[src/rtl/pc_pkg.sv]
// Shared types, default widths and offset sign-extension for the PC sequencer.
// The stack build is selected by the PC_STACK_EN macro in the top-level file.
package pc_pkg;

    localparam int PC_W_DEF        = 16;
    localparam int OFFS_W_DEF      = 8;
    localparam int STACK_DEPTH_DEF = 4;

    typedef enum logic [2:0] {
        SRC_HOLD,
        SRC_INC,
        SRC_BR,
        SRC_JMP,
        SRC_CALL,
        SRC_RET
    } pc_src_e;

    typedef enum logic {
        ST_RUN,
        ST_HALT
    } seq_state_e;

    // Sign-extend the low offs_w bits of off to 64 bits; callers truncate to PC width.
    function automatic logic [63:0] sext_off(input logic [63:0] off, input int offs_w);
        logic [63:0] hi_mask;
        hi_mask = ~64'd0 << offs_w;
        if ((off & (64'd1 << (offs_w - 1))) != 64'd0) begin
            return off | hi_mask;
        end
        return off & ~hi_mask;
    endfunction

endpackage

[src/rtl/pc_stack_seq_if.sv]
// Decoder-to-sequencer bundle: one-hot control strobes in, fetch address and status out.
// Strobes carry no handshake: each one is sampled on every rising edge and acts that cycle.
interface pc_stack_seq_if #(
    parameter int PC_W    = 16,
    parameter int OFFS_W  = 8,
    parameter int DEPTH_W = 3
);
    import pc_pkg::*;

    logic              init;
    logic              stall;
    logic              branch_en;
    logic [OFFS_W-1:0] branch_off;
    logic              jump_en;
    logic              call_en;
    logic              ret_en;
    logic [PC_W-1:0]   target;
    logic [PC_W-1:0]   PC;
    logic              halt;
    logic              fault;
    logic [DEPTH_W-1:0] depth;
    seq_state_e        state;

    modport master (
        output init, stall, branch_en, branch_off, jump_en, call_en, ret_en, target,
        input  PC, halt, fault, depth, state
    );

    modport slave (
        input  init, stall, branch_en, branch_off, jump_en, call_en, ret_en, target,
        output PC, halt, fault, depth, state
    );

endinterface

[src/rtl/pc_ret_stack.sv]
// Return-address LIFO: push stores din, pop discards the top, top is the most recent entry.
// clr empties the stack synchronously; pushing when full or popping when empty is ignored.
module pc_ret_stack #(
    parameter int WIDTH = 16,
    parameter int DEPTH = 4,
    localparam int CNT_W = $clog2(DEPTH + 1),
    localparam int IDX_W = (DEPTH > 1) ? $clog2(DEPTH) : 1
) (
    input  logic             clk,
    input  logic             rst_n,
    input  logic             clr,
    input  logic             push,
    input  logic             pop,
    input  logic [WIDTH-1:0] din,
    output logic [WIDTH-1:0] top,
    output logic             full,
    output logic             empty,
    output logic [CNT_W-1:0] depth
);

    logic [WIDTH-1:0] mem [DEPTH];
    logic [CNT_W-1:0] cnt;

    assign full  = (cnt == CNT_W'(DEPTH));
    assign empty = (cnt == '0);
    assign depth = cnt;
    assign top   = mem[IDX_W'(cnt - 1'b1)];

    always_ff @(posedge clk or negedge rst_n) begin
        if (!rst_n) begin
            cnt <= '0;
        end else if (clr) begin
            cnt <= '0;
        end else if (push && !full) begin
            cnt <= cnt + 1'b1;
        end else if (pop && !empty) begin
            cnt <= cnt - 1'b1;
        end
    end

    // Entry storage needs no reset: contents are only read below the occupied count.
    always_ff @(posedge clk) begin
        if (!clr && push && !full) begin
            mem[IDX_W'(cnt)] <= din;
        end
    end

endmodule

[src/rtl/pc_stack_seq.sv]
// Fetch-stage PC sequencer: increment, relative branch, jump, call/return, stall and halt.
// Define PC_STACK_EN to build the return stack; without it call acts as jump and ret is ignored.
module pc_stack_seq
    import pc_pkg::*;
#(
    parameter int              PC_W        = PC_W_DEF,
    parameter int              OFFS_W      = OFFS_W_DEF,
    parameter int              STACK_DEPTH = STACK_DEPTH_DEF,
    parameter logic [PC_W-1:0] RESET_PC    = '0,
    parameter logic [PC_W-1:0] PC_MAX      = {PC_W{1'b1}}
) (
    input  logic         CLK,
    input  logic         RST_N,
    pc_stack_seq_if.slave bus
);

    localparam int DEPTH_W = $clog2(STACK_DEPTH + 1);

    seq_state_e      state_q, state_d;
    pc_src_e         src;
    logic [PC_W-1:0] pc_q, pc_d, br_sum, ret_addr;
    logic            fault_q, fault_d;
    logic            push, pop, halt_set, fault_set;
    logic            ret_act, stk_full, stk_empty;
    logic [PC_W-1:0] stk_top;

    assign ret_addr = pc_q + 1'b1;
    assign br_sum   = PC_W'(64'(pc_q) + sext_off(64'(bus.branch_off), OFFS_W));

`ifdef PC_STACK_EN
    logic [DEPTH_W-1:0] stk_depth;

    assign ret_act = bus.ret_en;

    pc_ret_stack #(
        .WIDTH (PC_W),
        .DEPTH (STACK_DEPTH)
    ) u_stack (
        .clk   (CLK),
        .rst_n (RST_N),
        .clr   (bus.init),
        .push  (push),
        .pop   (pop),
        .din   (ret_addr),
        .top   (stk_top),
        .full  (stk_full),
        .empty (stk_empty),
        .depth (stk_depth)
    );

    assign bus.depth = stk_depth;
`else
    logic unused_stk;

    // Never full and never consulted for ret, so a call degenerates to a plain jump.
    assign ret_act    = 1'b0;
    assign stk_full   = 1'b0;
    assign stk_empty  = 1'b1;
    assign stk_top    = '0;
    assign bus.depth  = DEPTH_W'(0);
    assign unused_stk = ^{push, pop, bus.ret_en, ret_addr};
`endif

    // Source select and halt/fault requests; init is applied on top of this below.
    always_comb begin
        src       = SRC_HOLD;
        push      = 1'b0;
        pop       = 1'b0;
        halt_set  = 1'b0;
        fault_set = 1'b0;
        if (state_q == ST_RUN && !bus.stall) begin
            if (ret_act) begin
                if (stk_empty) begin
                    halt_set  = 1'b1;
                    fault_set = 1'b1;
                end else begin
                    src = SRC_RET;
                    pop = 1'b1;
                end
            end else if (bus.call_en) begin
                if (stk_full) begin
                    halt_set  = 1'b1;
                    fault_set = 1'b1;
                end else begin
                    src  = SRC_CALL;
                    push = 1'b1;
                end
            end else if (bus.jump_en) begin
                src = SRC_JMP;
            end else if (bus.branch_en) begin
                src = SRC_BR;
            end else if (pc_q == PC_MAX) begin
                halt_set = 1'b1;
            end else begin
                src = SRC_INC;
            end
        end
    end

    always_comb begin
        pc_d    = pc_q;
        state_d = state_q;
        fault_d = fault_q | fault_set;
        case (src)
            SRC_INC:           pc_d = ret_addr;
            SRC_BR:            pc_d = br_sum;
            SRC_JMP, SRC_CALL: pc_d = bus.target;
            SRC_RET:           pc_d = stk_top;
            default:           pc_d = pc_q;
        endcase
        if (halt_set) begin
            state_d = ST_HALT;
        end
        if (bus.init) begin
            pc_d    = RESET_PC;
            state_d = ST_RUN;
            fault_d = 1'b0;
        end
    end

    always_ff @(posedge CLK or negedge RST_N) begin
        if (!RST_N) begin
            state_q <= ST_RUN;
            pc_q    <= RESET_PC;
            fault_q <= 1'b0;
        end else begin
            state_q <= state_d;
            pc_q    <= pc_d;
            fault_q <= fault_d;
        end
    end

    assign bus.PC    = pc_q;
    assign bus.halt  = (state_q == ST_HALT);
    assign bus.fault = fault_q;
    assign bus.state = state_q;

endmodule

[src/flat_wrapper.sv]
// flat-port wrapper written by rule: the top's interface ports become plain ports
module pc_stack_seq_flat import pc_pkg::*;
#(
    parameter int              PC_W        = PC_W_DEF,
    parameter int              OFFS_W      = OFFS_W_DEF,
    parameter int              STACK_DEPTH = STACK_DEPTH_DEF,
    parameter logic [PC_W-1:0] RESET_PC    = '0,
    parameter logic [PC_W-1:0] PC_MAX      = {PC_W{1'b1}}
)
  (CLK, RST_N, bus_init, bus_stall, bus_branch_en, bus_branch_off, bus_jump_en, bus_call_en, bus_ret_en, bus_target, bus_PC, bus_halt, bus_fault, bus_depth, bus_state);
  pc_stack_seq_if #(.PC_W(PC_W), .OFFS_W(OFFS_W), .DEPTH_W((3))) bus_i ();
  input  logic CLK;
  input  logic RST_N;
  input wire logic [$bits(bus_i.init)-1:0] bus_init;
  input wire logic [$bits(bus_i.stall)-1:0] bus_stall;
  input wire logic [$bits(bus_i.branch_en)-1:0] bus_branch_en;
  input wire logic [$bits(bus_i.branch_off)-1:0] bus_branch_off;
  input wire logic [$bits(bus_i.jump_en)-1:0] bus_jump_en;
  input wire logic [$bits(bus_i.call_en)-1:0] bus_call_en;
  input wire logic [$bits(bus_i.ret_en)-1:0] bus_ret_en;
  input wire logic [$bits(bus_i.target)-1:0] bus_target;
  output wire logic [$bits(bus_i.PC)-1:0] bus_PC;
  output wire logic [$bits(bus_i.halt)-1:0] bus_halt;
  output wire logic [$bits(bus_i.fault)-1:0] bus_fault;
  output wire logic [$bits(bus_i.depth)-1:0] bus_depth;
  output wire logic [$bits(bus_i.state)-1:0] bus_state;
  assign bus_i.init = bus_init;
  assign bus_i.stall = bus_stall;
  assign bus_i.branch_en = bus_branch_en;
  assign bus_i.branch_off = bus_branch_off;
  assign bus_i.jump_en = bus_jump_en;
  assign bus_i.call_en = bus_call_en;
  assign bus_i.ret_en = bus_ret_en;
  assign bus_i.target = bus_target;
  assign bus_PC = bus_i.PC;
  assign bus_halt = bus_i.halt;
  assign bus_fault = bus_i.fault;
  assign bus_depth = bus_i.depth;
  assign bus_state = bus_i.state;
  pc_stack_seq #(.PC_W(PC_W), .OFFS_W(OFFS_W), .STACK_DEPTH(STACK_DEPTH), .RESET_PC(RESET_PC), .PC_MAX(PC_MAX)) u_core (.CLK(CLK), .RST_N(RST_N), .bus(bus_i));
endmodule
[config.mk]
export PLATFORM = sky130hd
export DESIGN_NAME = pc_stack_seq_flat
export DESIGN_NICKNAME = d
export VERILOG_FILES = /design/src/rtl/pc_pkg.sv /design/src/rtl/pc_stack_seq_if.sv /design/src/rtl/pc_ret_stack.sv /design/src/rtl/pc_stack_seq.sv /design/src/flat_wrapper.sv
export SDC_FILE = /design/constraint.sdc
export NUM_CORES = 1
export LEC_CHECK = 0
export BUFFER_PORTS_ARGS = -buffer_cell sky130_fd_sc_hd__buf_2
export CORE_MARGIN = 1
export CORE_UTILIZATION = 35
export DETAILED_ROUTE_END_ITERATION = 10
export PLACE_DENSITY_LB_ADDON = 0.15
export SYNTH_ARGS = -nofsm -noshare
export SYNTH_HDL_FRONTEND = slang
export SYNTH_SLANG_ARGS = --single-unit
export TNS_END_PERCENT = 50
[constraint.sdc]
create_clock -name CLK -period 5.22 [get_ports CLK]
set_input_delay 0.261 -clock CLK [delete_from_list [all_inputs] [get_ports CLK]]
set_output_delay 0.261 -clock CLK [all_outputs]
set_load 0.005 [all_outputs]
==> results by group, run 1 <==
Detailed routing
  • Drt drc: 0
  • Vias per cell: 5.630
  • Total wire length: approximately 4800 microns
  • Via count: 1689
  • Wire per inst: 15.90 microns
  • Antenna viol nets, final: 0
  • 1st-iter DRT viols: 84
  • 1st-pass router iterations: 4

Clock tree
  • # clock sinks: 17
  • TritonCTS clock tree: built
  • Skew-Pair Late Insertion Delay: 260 ps
  • CTS Buf Count: 3
  • H-Tree Depth: 1
  • Post-cts repair resize count: 0
  • Clock buffer depth: 2
  • Reg clk slew, reported paths: 80 ps
  • Clock root cell: clkbuf_8

Logic synthesis
  • Post-Synthesis Cells: roughly 200
  • Synth Flop Type: dfrtp_1
  • Number of synthesized flops with an enable pin: 0
  • Synthesized cell area: 1699 sq um
  • Synth Warn #: 0
  • FFs w/ async S/R, synth: 100.0%
  • Unique cell type count in the Yosys netlist: 62
  • Sequential area share after synthesis: about a quarter
  • #FFs+latches synth: 17
  • Synth Area per Inst: about 8.4 sq um

Flow run
  • Max cap viols: 0

STA
  • Final hold violation count: 0
  • F_max: 0.3026 GHz
  • Unrepaired setup endpoints after global routing: no
  • Fin Setup TNS: 0 ps
  • Fin. max-slew vios: 0
  • Fin worst setup slack: 1915 ps
  • Crit share post-route: 63.31%
  • Final setup violation count: 0
  • Min Tclk post-route: 3305 ps
  • Final Skew: 4.535 ps
  • Worst Tran Pin Value: 983.8 ps
  • Slew margin rel.: 34.41%

Hold path
  • Hold Path Stages: 3
  • Hold Crit Class: in -> reg

Cells and area
  • Antenna diode count: 0
  • Layout cells sized above 1: 27.02%
  • Non-filler cells, final: 300
  • Nets: 291
  • Design Area, Final: 2002 sq um
  • Synthesis-to-finish area growth: 17.82%

Floorplan
  • Full die area: between 5000 and 6000 sq um
  • Core Region: between 4000 and 5000 sq um
  • Starting Density: 37.72%
  • Die height: 71.68 microns
  • I/O pin count: 54
  • Die Wd: 71.68 microns
  • Cell Rows: 24

Worst setup path
  • Critical path type: reg -> reg
  • Crit path DAT: 3440 ps
  • CP Launch Type: flop
  • CP Max Fanout: 8
  • R2R depth: 11
  • Endpoint class of the critical path: flop
  • CP required: 5360 ps

GRT
  • First-pass GRT wire length: 7762 microns
  • Vias in the first global route: 1593
  • GRT Overall Usage: 19.38%
  • GRT overflow: 0
  • Initial antenna violation count: 0
  • Largest net degree at the start of global routing: 28

Power and ir drop
  • P_int: 0.2472 mW
  • Clock power frac: between 20% and 30%
  • Switching share of power: 34.63%
  • Switching pwr: 0.1310 mW
  • Leakage Power: 0.9470 nW
  • Max IR drop VDD: approximately 0.079 mV
  • Pwr dens: roughly 190 nW/um^2
  • Combinational power share: 30.2%
  • Reg power frac: 42.3%

Placement
  • GP Congestion: 0.8182
  • IO Port Bufs: 48
  • Dpl cell area: 1946 sq um
  • Post-Place Setup Slack: 1994 ps
  • Detail Placement HPWL: 3629 microns
  • Placed cells: 295

Status
  • Status: completed
## final cells by class
cell class | instances | area (sq um)
Fill cell | 473 | 2502
Multi-Input combinational cell | 168 | 1172
Sequential cell | 17 | 425.4
Timing Repair Buffer | 50 | 257.7
Tap cell | 52 | 65.06
Clock buffer | 3 | 41.29
Inverter | 9 | 35.03
Clock inverter | 1 | 5.005
## cells in the final DEF, fill, tap and decap left out, types with 3 or more instances in the layout
master | synthesis | final
a31oi_1 | 5 | 5
ha_1 | 9 | 9
xnor2_1 | 3 | 3
clkbuf_8 | 1 | 3
nor2_1 | 16 | 16
nor4_1 | 3 | 3
nor3_1 | 6 | 6
buf_2 | 3 | 48
and3_1 | 7 | 7
a21oi_1 | 9 | 9
o31ai_1 | 4 | 4
nand3_1 | 7 | 7
a22o_1 | 7 | 7
nand2_1 | 17 | 17
conb_1 | 1 | 4
dfrtp_1 | 17 | 17
o21ai_0 | 13 | 13
o21a_1 | 3 | 3
mux2i_1 | 4 | 4
a211oi_1 | 4 | 4
inv_1 | 7 | 7
## power by group through the flow
stage          combinational, mW  clock (mW)  sequential [mW]
3_3_place_gp               0.112           0            0.162
4_1_cts                    0.114       0.105            0.160
2_1_floorplan             0.0741           0            0.158
6_report                   0.114       0.104            0.160
3_5_place_dp               0.113           0            0.163
5_1_grt                    0.128       0.111            0.162
## state kept, by name (all words and copies together) (netlist names)
signal,cells
u_core.bus.halt,1
u_core.bus.PC,16
## layer usage
layer	up-vias	routed length, microns	GRT usage, %
met5	-	0	0
met4	0	31	4.575
met1	784	2380	27.89
met3	4	201	2.110
met2	47	2156	31.13
li1	854	-	-
## path summary, 6_finish.rpt
path / endpoint / start / slack (ps)
min in group asynchronous: u_core.bus.PC[11] / RST_N / 470
worst min register to register: u_core.bus.PC[0] / u_core.bus.PC[0] / 550
worst max register to register: u_core.bus.PC[15] / u_core.bus.halt / 1920
max in group asynchronous: u_core.bus.PC[10] / RST_N / 4450
worst min-delay path: u_core.bus.PC[14] / bus_target[14] / 240
worst max-delay path: u_core.bus.PC[15] / u_core.bus.halt / 1920
## critical path, stage by stage (launching register included)
cell	delay (ps)
dfrtp_1	440
nor2_1	430
and2_1	220
nand2_1	90
inv_1	60
ha_1	230
a211oi_1	420
o21ai_0	230
nand2_1	210
a221oi_1	130
o311ai_0	320
or3b_1	380
## per-stage QoR
step	util, %	power [mW]	hold slack [ps]
after floorplan	-	0.2324	-34.59
after global placement	43.19	0.2746	221.2
after detailed placement	43.19	0.2759	225.4
after CTS	44.44	0.3798	238.7
after global routing	44.44	0.4009	262.1
final	44.44	0.3781	243.1
## cells in the mapped netlist (all sizes together), types with 2 or more instances
cell type	count	area, sq um
o21a	3	22.52
o21ai	16	87.58
a31oi	5	31.28
clkbuf	4	25.02
nor4	3	18.77
nor2	17	66.32
o41a	2	22.52
clkinv	2	8.750
nand3	7	35.03
ha	9	112.6
xnor2	3	26.28
nand2b	2	12.51
a32oi	2	17.52
nand4	2	12.51
and3	7	43.79
nand2	18	75.07
a211oi	4	30.03
nor3	7	40.04
o31ai	4	30.03
nor2b	2	12.51
a21oi	9	45.04
nor3b	2	31.28
o22ai	2	12.51
nor4b	2	23.77
mux2i	4	40.04
or3	4	35.03
a22o	7	61.31
buf	8	52.55
inv	7	26.28
dfrtp	17	425.4
o31a	2	17.52
## kinds of logic after synthesis
| family | share of synthesized area [%] |
|---|---|
| AO/OA/AOI/OAI | 29.09 |
| flip-flops | 25.04 |
| other | 0.2207 |
| adder cells (fa/ha/maj) | 7.806 |
| multiplexers | 3.019 |
| AND/OR/NAND/NOR | 26.14 |
| buffers and inverters | 6.627 |
| XOR/XNOR | 2.062 |
## timing repair
item,CTS,global route
endpoints found under the hold margin,17,0
hold buffers,1,0
setup buffers,0,0
Note: power is estimated with default switching activity, not from simulation.
==> run 2, diff against run 1 <==
clock period = 2.9 ns   (was 5.22 ns; I/O delays follow)
==> results by group, run 2 (same netlist as run 1, synthesis figures left out) <==
Floorplan
  • Core Region: 4504 sq um (unchanged)
  • Starting Density: 37.72% (unchanged)
  • Die height: 71.68 microns (unchanged)
  • Cell Rows: 24 (unchanged)
  • Die Wd: 71.68 microns (unchanged)
  • Full die area: 5137 sq um (unchanged)
  • I/O pin count: 54 (unchanged)

Power and ir drop
  • Leakage Power: 0.9701 nW (was 0.9470 nW)
  • Pwr dens: 332.2 nW/um^2 (was 188.9 nW/um^2)
  • Max IR drop VDD: 0.3178 mV (was 0.07891 mV)

STA
  • Worst Tran Pin Value: 493.5 ps (was 983.8 ps)
  • Min Tclk post-route: 2627 ps (was 3305 ps)
  • Final setup violation count: 0 (unchanged)
  • Crit share post-route: 90.58% (was 63.31%)
  • Fin. max-slew vios: 0 (unchanged)
  • Final Skew: 5.376 ps (was 4.535 ps)
  • Fin Setup TNS: 0 ps (unchanged)
  • F_max: 0.3807 GHz (was 0.3026 GHz)
  • Slew margin rel.: 66.88% (was 34.41%)
  • Unrepaired setup endpoints after global routing: no (unchanged)
  • Final hold violation count: 0 (unchanged)

Status
  • Status: completed (unchanged)

Detailed routing
  • Antenna viol nets, final: 0 (unchanged)
  • Via count: 1685 (was 1689)
  • Total wire length: 4774 microns (was 4771 microns)
  • Drt drc: 0 (unchanged)
  • 1st-pass router iterations: 4 (unchanged)
  • Vias per cell: 5.525 (was 5.630)
  • Wire per inst: 15.65 microns (was 15.90 microns)
  • 1st-iter DRT viols: 93 (was 84)

GRT
  • GRT Overall Usage: 19.37% (was 19.38%)
  • Largest net degree at the start of global routing: 19 (was 28)
  • GRT overflow: 0 (unchanged)
  • Initial antenna violation count: 0 (unchanged)
  • First-pass GRT wire length: 7838 microns (was 7762 microns)
  • Vias in the first global route: 1573 (was 1593)

Cells and area
  • Design Area, Final: 2047 sq um (was 2002 sq um)
  • Synthesis-to-finish area growth: 20.47% (was 17.82%)
  • FF+latch area: 425.4 sq um (unchanged)
  • Antenna diode count: 0 (unchanged)
  • Layout cells sized above 1: 28.85% (was 27.02%)
  • FILL cells: 472 (was 473)
  • Area of the multi-input gates: 1181 sq um (was 1172 sq um)
  • Most frequent cells in the layout: buf_2, nand2_1, dfrtp_1, nor2_1, o21ai_0 (unchanged)
  • Max reg flops: 16 (unchanged)
  • Commonest non-fill, non-tap cell in the layout: buf_2 (unchanged)
  • Nets: 296 (was 291)

Clock tree
  • TritonCTS clock tree: built (unchanged)
  • # clock sinks: 17 (unchanged)
  • Skew-Pair Late Insertion Delay: 260 ps (about the same)
  • Clock root cell: clkbuf_8 (unchanged)
  • CTS Buf Count: 3 (unchanged)
  • Reg clk slew, reported paths: 70 ps (was 80 ps)
  • Clock buffer depth: 2 (unchanged)
  • H-Tree Depth: 1 (unchanged)

Worst setup path
  • CP Launch Type: flop (unchanged)
  • CP Max Fanout: 4 (was 8)
  • R2R depth: 12 (was 11)
  • CP required: 3090 ps (was 5360 ps)
  • Crit path DAT: 2820 ps (was 3440 ps)
  • Critical path type: reg -> reg (unchanged)
  • Endpoint class of the critical path: flop (unchanged)

Placement
  • GP Congestion: 0.8417 (was 0.8182)
  • IO Port Bufs: 48 (unchanged)
  • Detail Placement HPWL: 3696 microns (was 3629 microns)
  • Dpl cell area: 1983 sq um (was 1946 sq um)

Flow run
  • Max cap viols: 0 (unchanged)

Hold path
  • Hold Crit Class: in -> reg (unchanged)
  • Hold Path Stages: 3 (unchanged)
[run 2: cell types whose count changed in the layout (fill, tap and decap cells not counted)]
cell / before / now
o21ai_1: 1 / 0
clkbuf_1: 0 / 1
o21ai_2: 2 / 3
a211oi_2: 0 / 1
buf_4: 1 / 6
a211oi_1: 4 / 3
clkinv_2: 2 / 1
[run 2: per-layer routing]
layer  GRT usage (%)  routed length, microns
met2           31.24                    2206
met3           3.376                     239
met1           27.75                    2311
met5               0                       0
met4           2.614                      15
[run 2: final cells by class]
class,count,share of cell area [%]
inverters,9,1.711
clock buffers,4,2.200
multi-input cells,168,57.70
repair buffers,55,14.43
flip-flops and latches,17,20.78
well taps,52,3.178
[run 2: critical path: stages (launching register included)]
cell      delay, ps
dfrtp_1         340
nor2_1           60
and2_1          140
nand2b_1         70
ha_1            220
inv_1            70
fa_1            380
nor2b_1         200
o31a_1          270
o21ai_2         140
a31oi_1         250
mux2_2          360
nand2_1          50
[run 2: report_power, final]
part           leakage, nW  switching (mW)  internal [mW]
logic                0.722           0.114         0.0948
registers            0.225          0.0294          0.258
clock network       0.0228          0.0868         0.0976
total                0.970           0.230          0.450
[run 2: path summary, 6_finish.rpt]
path | start | slack, ps | end
worst max-delay path | u_core.bus.halt | 270 | u_core.bus.PC[12]
worst min-delay path | bus_target[14] | 130 | u_core.bus.PC[14]
worst max register to register | u_core.bus.halt | 270 | u_core.bus.PC[12]
worst min register to register | u_core.bus.PC[0] | 550 | u_core.bus.PC[0]
max in group asynchronous | RST_N | 2260 | u_core.bus.PC[1]
min in group asynchronous | RST_N | 350 | u_core.bus.PC[8]
[run 2: through the flow]
stage	hold WS (ps)	power, mW	setup WS [ps]	util, %	instances
after floorplan	-150.6	0.4183	192.0	-	206
after global placement	110.6	0.4970	190.3	44.03	300
after detailed placement	110.4	0.4990	217.7	44.03	300
after CTS	127.5	0.6871	170.7	45.25	305
after global routing	148.5	0.7266	18.09	45.44	305
final	134.1	0.6800	273.3	45.44	305
[run 2: timing repair]
action | CTS | global route
endpoints found under the setup margin | 0 | 7
resized for setup | 0 | 2
hold buffers | 1 | 0
hold endpoints to repair | 17 | 0
buffers inserted | 0 | 0
